File: src/rtl/vtg_pkg.sv
// Shared timing constants, derived totals and the timing struct for video_timing_gen.
package vtg_pkg;

    // 720p60 defaults
    localparam int DEF_H_ACTIVE = 1280;
    localparam int DEF_H_FP     = 110;
    localparam int DEF_H_SYNC   = 40;
    localparam int DEF_H_BP     = 220;
    localparam int DEF_V_ACTIVE = 720;
    localparam int DEF_V_FP     = 5;
    localparam int DEF_V_SYNC   = 5;
    localparam int DEF_V_BP     = 20;
    localparam int DEF_PIPE_LAT = 4;

    // Syncs are carried as "asserted" flags; polarity is applied only at the output pins.
    typedef struct packed {
        logic de;
        logic hs;
        logic vs;
    } vtg_timing_t;

    localparam vtg_timing_t VTG_IDLE = '{de: 1'b0, hs: 1'b0, vs: 1'b0};

    function automatic int h_total(input int act, input int fp, input int sync, input int bp);
        return act + fp + sync + bp;
    endfunction

    function automatic int v_total(input int act, input int fp, input int sync, input int bp);
        return act + fp + sync + bp;
    endfunction

endpackage

File: src/rtl/vtg_delay_line.sv
// N-stage register shift line with a synchronous reset value; N = 0 is a pass-through.
module vtg_delay_line #(
    parameter int           N       = 4,
    parameter int           W       = 1,
    parameter logic [W-1:0] RST_VAL = '0
) (
    input  logic         clk,
    input  logic         rst,
    input  logic [W-1:0] d,
    output logic [W-1:0] q
);

    generate
        if (N == 0) begin : g_bypass
            logic unused_clk_rst;
            assign unused_clk_rst = &{1'b0, clk, rst};
            assign q = d;
        end else begin : g_pipe
            logic [N-1:0][W-1:0] stg;

            always_ff @(posedge clk) begin
                if (rst) begin
                    stg <= {N{RST_VAL}};
                end else begin
                    stg[0] <= d;
                    for (int i = 1; i < N; i++) begin
                        stg[i] <= stg[i-1];
                    end
                end
            end

            assign q = stg[N-1];
        end
    endgenerate

endmodule

File: src/rtl/video_timing_gen.sv
// Raster timing for the HDMI output stage with pixel requests issued PIPE_LAT cycles ahead of o_de.
// Define VTG_TEST_PATTERN_EN to add an 8-bar colour test pattern (o_tp_r/g/b) aligned with o_de.
module video_timing_gen
    import vtg_pkg::*;
#(
    parameter int   H_ACTIVE = DEF_H_ACTIVE,
    parameter int   H_FP     = DEF_H_FP,
    parameter int   H_SYNC   = DEF_H_SYNC,
    parameter int   H_BP     = DEF_H_BP,
    parameter int   V_ACTIVE = DEF_V_ACTIVE,
    parameter int   V_FP     = DEF_V_FP,
    parameter int   V_SYNC   = DEF_V_SYNC,
    parameter int   V_BP     = DEF_V_BP,
    parameter logic H_POL    = 1'b1,
    parameter logic V_POL    = 1'b1,
    parameter int   PIPE_LAT = DEF_PIPE_LAT
) (
    input  logic                        i_pix_clk,
    input  logic                        i_rst,
    output logic                        o_req,
    output logic [$clog2(H_ACTIVE)-1:0] o_x,
    output logic [$clog2(V_ACTIVE)-1:0] o_y,
    output logic                        o_frame_start,
    output logic                        o_de,
`ifdef VTG_TEST_PATTERN_EN
    output logic [7:0]                  o_tp_r,
    output logic [7:0]                  o_tp_g,
    output logic [7:0]                  o_tp_b,
`endif
    output logic [1:0]                  o_ctrl_ch0,
    output logic [1:0]                  o_ctrl_ch1,
    output logic [1:0]                  o_ctrl_ch2
);

    localparam int H_TOTAL = h_total(H_ACTIVE, H_FP, H_SYNC, H_BP);
    localparam int V_TOTAL = v_total(V_ACTIVE, V_FP, V_SYNC, V_BP);
    localparam int HCW     = $clog2(H_TOTAL);
    localparam int VCW     = $clog2(V_TOTAL);
    localparam int XW      = $clog2(H_ACTIVE);
    localparam int YW      = $clog2(V_ACTIVE);

    // Region bounds kept 32-bit so an end bound equal to a power-of-two total cannot wrap.
    localparam logic [31:0] H_ACT_END = 32'(H_ACTIVE);
    localparam logic [31:0] HS_START  = 32'(H_ACTIVE + H_FP);
    localparam logic [31:0] HS_END    = 32'(H_ACTIVE + H_FP + H_SYNC);
    localparam logic [31:0] V_ACT_END = 32'(V_ACTIVE);
    localparam logic [31:0] VS_START  = 32'(V_ACTIVE + V_FP);
    localparam logic [31:0] VS_END    = 32'(V_ACTIVE + V_FP + V_SYNC);

    logic [HCW-1:0] h_cnt;
    logic [VCW-1:0] v_cnt;
    logic [31:0]    h_ext;
    logic [31:0]    v_ext;
    logic           h_last;
    logic           v_last;
    vtg_timing_t    t0_d;
    vtg_timing_t    t0_q;
    vtg_timing_t    t_out;

    assign h_ext  = 32'(h_cnt);
    assign v_ext  = 32'(v_cnt);
    assign h_last = (h_cnt == HCW'(H_TOTAL - 1));
    assign v_last = (v_cnt == VCW'(V_TOTAL - 1));

    always_ff @(posedge i_pix_clk) begin
        if (i_rst) begin
            h_cnt <= '0;
            v_cnt <= '0;
        end else if (h_last) begin
            h_cnt <= '0;
            v_cnt <= v_last ? '0 : v_cnt + VCW'(1);
        end else begin
            h_cnt <= h_cnt + HCW'(1);
        end
    end

    // v_cnt only moves on the h wrap, so vs naturally changes only at h_cnt = 0.
    always_comb begin
        t0_d    = VTG_IDLE;
        t0_d.de = (h_ext < H_ACT_END) && (v_ext < V_ACT_END);
        t0_d.hs = (h_ext >= HS_START) && (h_ext < HS_END);
        t0_d.vs = (v_ext >= VS_START) && (v_ext < VS_END);
    end

    always_ff @(posedge i_pix_clk) begin
        if (i_rst) begin
            t0_q          <= VTG_IDLE;
            o_x           <= '0;
            o_y           <= '0;
            o_frame_start <= 1'b0;
        end else begin
            t0_q          <= t0_d;
            o_frame_start <= (h_cnt == '0) && (v_cnt == '0);
            if (t0_d.de) begin
                o_x <= h_cnt[XW-1:0];
                o_y <= v_cnt[YW-1:0];
            end
        end
    end

    assign o_req = t0_q.de;

    vtg_delay_line #(
        .N       (PIPE_LAT),
        .W       ($bits(vtg_timing_t)),
        .RST_VAL (VTG_IDLE)
    ) u_timing_dl (
        .clk (i_pix_clk),
        .rst (i_rst),
        .d   (t0_q),
        .q   (t_out)
    );

    assign o_de       = t_out.de;
    assign o_ctrl_ch0 = {t_out.vs ? V_POL : ~V_POL, t_out.hs ? H_POL : ~H_POL};
    assign o_ctrl_ch1 = 2'b00;
    assign o_ctrl_ch2 = 2'b00;

`ifdef VTG_TEST_PATTERN_EN
    localparam int BAR_W = (H_ACTIVE >= 8) ? H_ACTIVE / 8 : 1;

    logic [31:0] bar;
    logic [2:0]  bar_k;
    logic [23:0] tp_d;
    logic [23:0] tp_q;
    logic [23:0] tp_out;

    // Gating with act at stage 0 makes the delayed pattern zero exactly when o_de is low.
    assign bar   = h_ext / 32'(BAR_W);
    assign bar_k = (bar > 32'd7) ? 3'd7 : bar[2:0];
    assign tp_d  = t0_d.de ? {{8{bar_k[2]}}, {8{bar_k[1]}}, {8{bar_k[0]}}} : 24'h0;

    always_ff @(posedge i_pix_clk) begin
        if (i_rst) begin
            tp_q <= 24'h0;
        end else begin
            tp_q <= tp_d;
        end
    end

    vtg_delay_line #(
        .N       (PIPE_LAT),
        .W       (24),
        .RST_VAL (24'h0)
    ) u_tp_dl (
        .clk (i_pix_clk),
        .rst (i_rst),
        .d   (tp_q),
        .q   (tp_out)
    );

    assign {o_tp_r, o_tp_g, o_tp_b} = tp_out;
`endif

endmodule
File: config.mk
export PLATFORM = sky130hd
export DESIGN_NAME = video_timing_gen
export DESIGN_NICKNAME = d
export VERILOG_FILES = /design/src/rtl/vtg_pkg.sv /design/src/rtl/vtg_delay_line.sv /design/src/rtl/video_timing_gen.sv
export SDC_FILE = /design/constraint.sdc
export NUM_CORES = 1
export LEC_CHECK = 0
export BUFFER_PORTS_ARGS = -buffer_cell sky130_fd_sc_hd__buf_4
export CORE_UTILIZATION = 45
export DETAILED_ROUTE_END_ITERATION = 12
export GPL_TIMING_DRIVEN = 0
export PLACE_DENSITY = 0.66
export SETUP_SLACK_MARGIN = 0.1
export SYNTH_ARGS = -nofsm -noshare
export SYNTH_HDL_FRONTEND = slang
export SYNTH_HIERARCHICAL = 1
export SYNTH_SLANG_ARGS = --single-unit
File: constraint.sdc
create_clock -name i_pix_clk -period 6.2 [get_ports i_pix_clk]
set_input_delay 0.62 -clock i_pix_clk [delete_from_list [all_inputs] [get_ports i_pix_clk]]
set_output_delay 0.62 -clock i_pix_clk [all_outputs]
set_load 0.01 [all_outputs]
==> After elaboration in Yosys (flattened, before gate mapping) <==
Index checks and enable logic that the tools add are counted.
Widths: inputs -> output; s select.
{ "op_classes": {"addsub": 2, "order_cmp": 6, "eq_ne": 2, "mux": 3, "n_reduce_logical": 7} }
{ "op_table": {"columns": ["op", "count"], "rows": [
  ["$lt 11x11->1 const B", 2],
  ["$lt 10x10->1 const B", 2],
  ["$add 11x1->11 const B", 1],
  ["$eq 11x11->1 const B", 1],
  ["$ge 11x11->1 const B", 1],
  ["$logic_not 11->1", 1],
  ["$add 10x1->10 const B", 1],
  ["$eq 10x10->1 const B", 1],
  ["$ge 10x10->1 const B", 1],
  ["$logic_not 10->1", 1],
  ["$mux 10", 1],
  ["$logic_and 1x1->1", 4],
  ["$mux 1", 2],
  ["$reduce_or 2->1", 1]
]} }
{ "word_totals": {"regBits": 58, "input_bits": 2} }

==> Logic depth before layout (Yosys ltp) <==
{ "depth": {"word_depth": 2, "ltp_mapped": 7} }

==> Hierarchy <==
The synthesis kept the hierarchy.
{ "by_module_without_submodules": {"columns": ["mod", "instances", "cells_per_inst", "area_per_inst_um2", "seq_area_each_um2"], "rows": [
  ["video_timing_gen", 1, 249, 2195.9, 920.9],
  ["vtg_delay_line", 1, 28, 389.1, 240.2]
]} }

==> Least setup slack after synthesis <==
Ideal clock, no wire load.
{ "synth_path": {"path_type": "flip-flop to flip-flop", "start": "register h_cnt[2]", "end": "register v_cnt[5]", "arrival_time_ps": 2044, "t_required_ps": 6129, "slack_ps": 4085, "stages_incl_launch_ff": 7, "synth_period_minus_slack_ps": 2115, "cell_sequence": "dfxtp_1 buf_6 or4_4 or3_1 buf_6 or4_1 a21oi_1"} }
{ "synth_via": {"elab_chain_cells": 1} }
{ "synth_lines": {"columns": ["element", "line", "source"], "rows": [
  ["start: declaration", "video_timing_gen.sv:50", "logic [HCW-1:0] h_cnt;"],
  ["start signal: assignment", "video_timing_gen.sv:73", "h_cnt <= h_cnt + HCW'(1);"],
  ["$eq 11x11->1", "video_timing_gen.sv:62", "assign h_last = (h_cnt == HCW'(H_TOTAL - 1));"],
  ["end signal: assignment", "video_timing_gen.sv:71", "v_cnt <= v_last ? '0 : v_cnt + VCW'(1);"],
  ["end: declaration", "video_timing_gen.sv:51", "logic [VCW-1:0] v_cnt;"]
]} }
Every way passes these cells.
A chain may end at the register's enable or synchronous reset.

==> Worst setup path after layout <==
{ "layout_path": {"start": "register h_cnt[3]", "end": "register v_cnt[6]"} }
Same word-level chain as after synthesis.

==> impl_metrics.toml <==
[synthesis]
netlist_top_cells_area = "dfxtp_1 45%, a2111oi_0 4.7%, a31o_2 4.7%"
mappedNetlistArea_sq_mm = 0.002585
synth.yosys.seq_area_share_pct = 44.92
syn-mean-instance-area_sq_um = 9.332
synth-warning-count = 6
yosysTopAreaCell = "dfxtp_1"
synth_top_area_share_pct = 44.92
synth-seq-cells = 58
synthCells = 277
synth.lib_cells_used.distinct = 42

[global_route]
number_of_antenna_violations_at_the_first_check_in_global_routing = 0
grt_start_max_net_pins = 12
grt_pass1_vias = 1985
grt_pass1_wl_um = 9715
overall_overflow_remaining_after_global_route = 0
grtUsageTotal_pct = 21.05

[detailed_routing]
routed_wirelength_um = 5710
via_count = 2166
avgRoutedWirePerCell_um = 14.46
avgViaCountPerCell = 5.484
drt-initial-drc-count = 118
detailedRoute.firstPassIterationCount = 5
drt_drc_violations_left = 0
drt.antenna.violating_nets = 0

[timing]
max-slew-margin-rel_pct = 52.18
finalCritPeriodShare_pct = 36.71
timing_max_transition_violations_final = 0
grt_setup_unrepaired = "no"
fin_setup_tns_ps = 0
max_clock_freq_ghz = 0.4393
clock_skew_ps = 7.641
post-route-worst-setup-slack_ps = 3924
tightestPinTransition_ps = 717.3
final.min_clock_period_ps = 2276
final_hold_viol_count = 0
setup_viol_count_final = 0

[run]
maximum_capacitance_violations = 0

[worst_setup_path]
r2r_worst_path_depth = 6
worst-path-buf-inv = 2
timing.critical_path.to_type = "flip-flop"
timing.critical_path.arrival_ps = 2460
timing.critical_path.cells = "clkbuf_1 > or4_4 > or3_1 > buf_6 > o21ai_1 > a21oi_1"
critical_path_cell_count = 6
critical_path_cell_with_the_highest_stage_delay = "o21ai_1"
critical_path.startpoint_type = "flip-flop"
critical_path.max_fanout = 10
worst_ep_required_time_ps = 6390
worst_path_top_cell_family_by_delay = "simple AND/OR/NAND/NOR gates"
max_stage_delay_ps = 510
crit_path_kind = "flip-flop to flip-flop"

[power]
seqPwrFrac_pct = 47.2
p_clk_share_pct = 48.9
p_switching_uw = 177.9
total_leakage_power_nw = 1.208
power_switching_share_pct = 22.08
vdd_ir_drop_max_mv = 0.1374
power_uw = 805.8
p_per_area_mw_per_mm2 = 258.5
cell_internal_pwr_uw = 627.8
share_comb_of_total_power_pct = 3.9

[floorplanning]
count_of_pins_on_the_block_boundary = 32
die_x_um = 77.79
design.die.area_sq_mm = 0.006051
initial_utilization_pct = 46.94
design.core.area_sq_mm = 0.005507
die_height_um = 77.79
floorplan.rows = 27

[worst_hold_path]
timing.hold.worst.class = "flip-flop to flip-flop"
hold_depth = 1

[clock_tree]
numCtsBuffers = 9
cts_max_path_bufs = 2
clock_tree_from_tritoncts = "yes"
worst_skew_pair.late_latency_ps = 340
post_cts.resized_instances = 0
clkSlewWorstSetupHoldPaths_ps = 70
post-cts-setup-buffers = 0
clock_sink_count = 58
postCtsHoldBufs = 0
cts_max_level = 3
clock_tree_root_buffer_cell = "clkbuf_8"

[outcome]
outcome = "complete, no violations"

[layout]
insertedDiodeCount = 0
syn_to_final_growth_pct = 20.57
nets = 327
layout_cell_share_with_drive_strength_beyond_1_pct = 25.39

[place]
buffer_ports.inserted = 27
globalplace.congestion = 0.8437
pre_cts_ws_ps = 3952
dp_hpwl_um = 3844
## cell families after synthesis
kind of cell	after synthesis	synth area share [%]
DFF	58	44.92
xor gates and xnor gates	11	3.727
and+or+nand+nor	97	21.93
muxes	6	2.323
other	1	0.1451
adders and majority gates	7	3.388
buffers and inverters	44	8.277
AOI/OAI and AO/OA	53	15.30
## sequential cells by signal (all words and copies together) (netlist names)
| name | flops |
|---|---|
| u_timing_dl/g_pipe.stg | 9 |
| o_req | 1 |
| h_cnt | 11 |
| v_cnt | 10 |
| u_timing_dl/q | 3 |
| o_frame_start | 1 |
| o_x | 11 |
| t0_q | 2 |
| o_y | 10 |
## worst reg2reg max path, delay by kind of cell (launching register included)
kind                   cells  cell delay (ps)
AO/OA/AOI/OAI              2              610
AND/OR/NAND/NOR            2              880
flip-flops                 1              300
buffers and inverters      2              330
## worst paths after layout
kind,start,endpoint,slack [ps]
worst max-delay path,h_cnt[3],v_cnt[6],3920
worst max register to register,h_cnt[3],v_cnt[6],3920
worst min-delay path,u_timing_dl/g_pipe.stg[3],u_timing_dl/g_pipe.stg[6],440
worst min register to register,u_timing_dl/g_pipe.stg[3],u_timing_dl/g_pipe.stg[6],440
## power by group through the flow
stage	clock network [mW]	logic (mW)	registers, mW
floorplan	0	0.0211	0.389
global placement	0	0.0311	0.389
detailed placement	0	0.0314	0.389
CTS	0.403	0.0317	0.380
global route	0.418	0.0351	0.381
finish	0.394	0.0315	0.380
## cells in the mapped netlist
| cell | instances |
|---|---|
| a31o_2 | 14 |
| nor4_1 | 5 |
| a211oi_1 | 1 |
| nand2b_1 | 5 |
| a31oi_1 | 1 |
| nand4b_1 | 1 |
| inv_1 | 17 |
| o21ai_0 | 4 |
| xnor2_1 | 5 |
| nor3_1 | 7 |
| buf_4 | 7 |
| or4_1 | 5 |
| and3_1 | 1 |
| or3_1 | 4 |
| xor2_1 | 6 |
| nor2_1 | 19 |
| dfxtp_1 | 58 |
| mux2i_1 | 6 |
| o21a_1 | 1 |
| or2b_1 | 1 |
| and2b_2 | 2 |
| ha_1 | 7 |
| conb_1 | 1 |
| nand4_1 | 5 |
| nor2b_2 | 8 |
| buf_6 | 3 |
| a21oi_1 | 10 |
| a2111oi_0 | 14 |
| nand2_1 | 17 |
| and2_1 | 1 |
| clkbuf_1 | 17 |
| nor2b_4 | 2 |
| a311oi_1 | 1 |
| o31ai_1 | 3 |
| nand3_1 | 7 |
| or3b_2 | 1 |
| o21ai_1 | 1 |
| and4_1 | 3 |
| or2_2 | 1 |
| nor4b_1 | 1 |
| or4_4 | 1 |
| a21o_1 | 3 |
## layout make-up
type                    count  area [sq um]
multi-input cells         178          1221
fillers                   509          2390
flip-flops and latches     58          1161
clock inverters             6         90.09
repair buffers             27         202.7
clock buffers              10         137.6
plain buffers              27         150.1
well taps                  72         90.09
inverters                  17         63.81
## metal layers
| layer | GRT usage, % | wire, um |
|---|---|---|
| met2 | 32.48 | 2607 |
| met4 | 10.19 | 108 |
| met1 | 27.64 | 2738 |
| met5 | 0 | 0 |
| met3 | 4.706 | 256 |
## cell usage in the layout (no fill, tap or decap), types with 4 or more instances in the layout
master,count
buf_4,34
ha_1,7
conb_1,4
a31o_2,14
or3_1,4
mux2i_1,6
inv_1,17
xor2_1,6
clkbuf_1,17
or4_1,5
nor2_1,19
nor4_1,5
a2111oi_0,14
dfxtp_1,58
o21ai_0,4
nand2_1,17
nor2b_2,8
xnor2_1,5
nor3_1,7
nand2b_1,5
nand3_1,7
clkbuf_8,10
nand4_1,5
a21oi_1,10
## per-stage QoR
| stage | instances | util, % | instance area [sq um] | hold slack [ps] |
|---|---|---|---|---|
| after global placement | 379 | 52.47 | 2889 | 419.9 |
| after global routing | 395 | 56.60 | 3117 | 458.0 |
| after CTS | 395 | 56.60 | 3117 | 444.6 |
| after floorplan | 280 | - | 2596 | 414.8 |
| after detailed placement | 379 | 52.47 | 2889 | 427.2 |
| final | 395 | 56.60 | 3117 | 439.4 |
(Power assumes the default switching activity.)
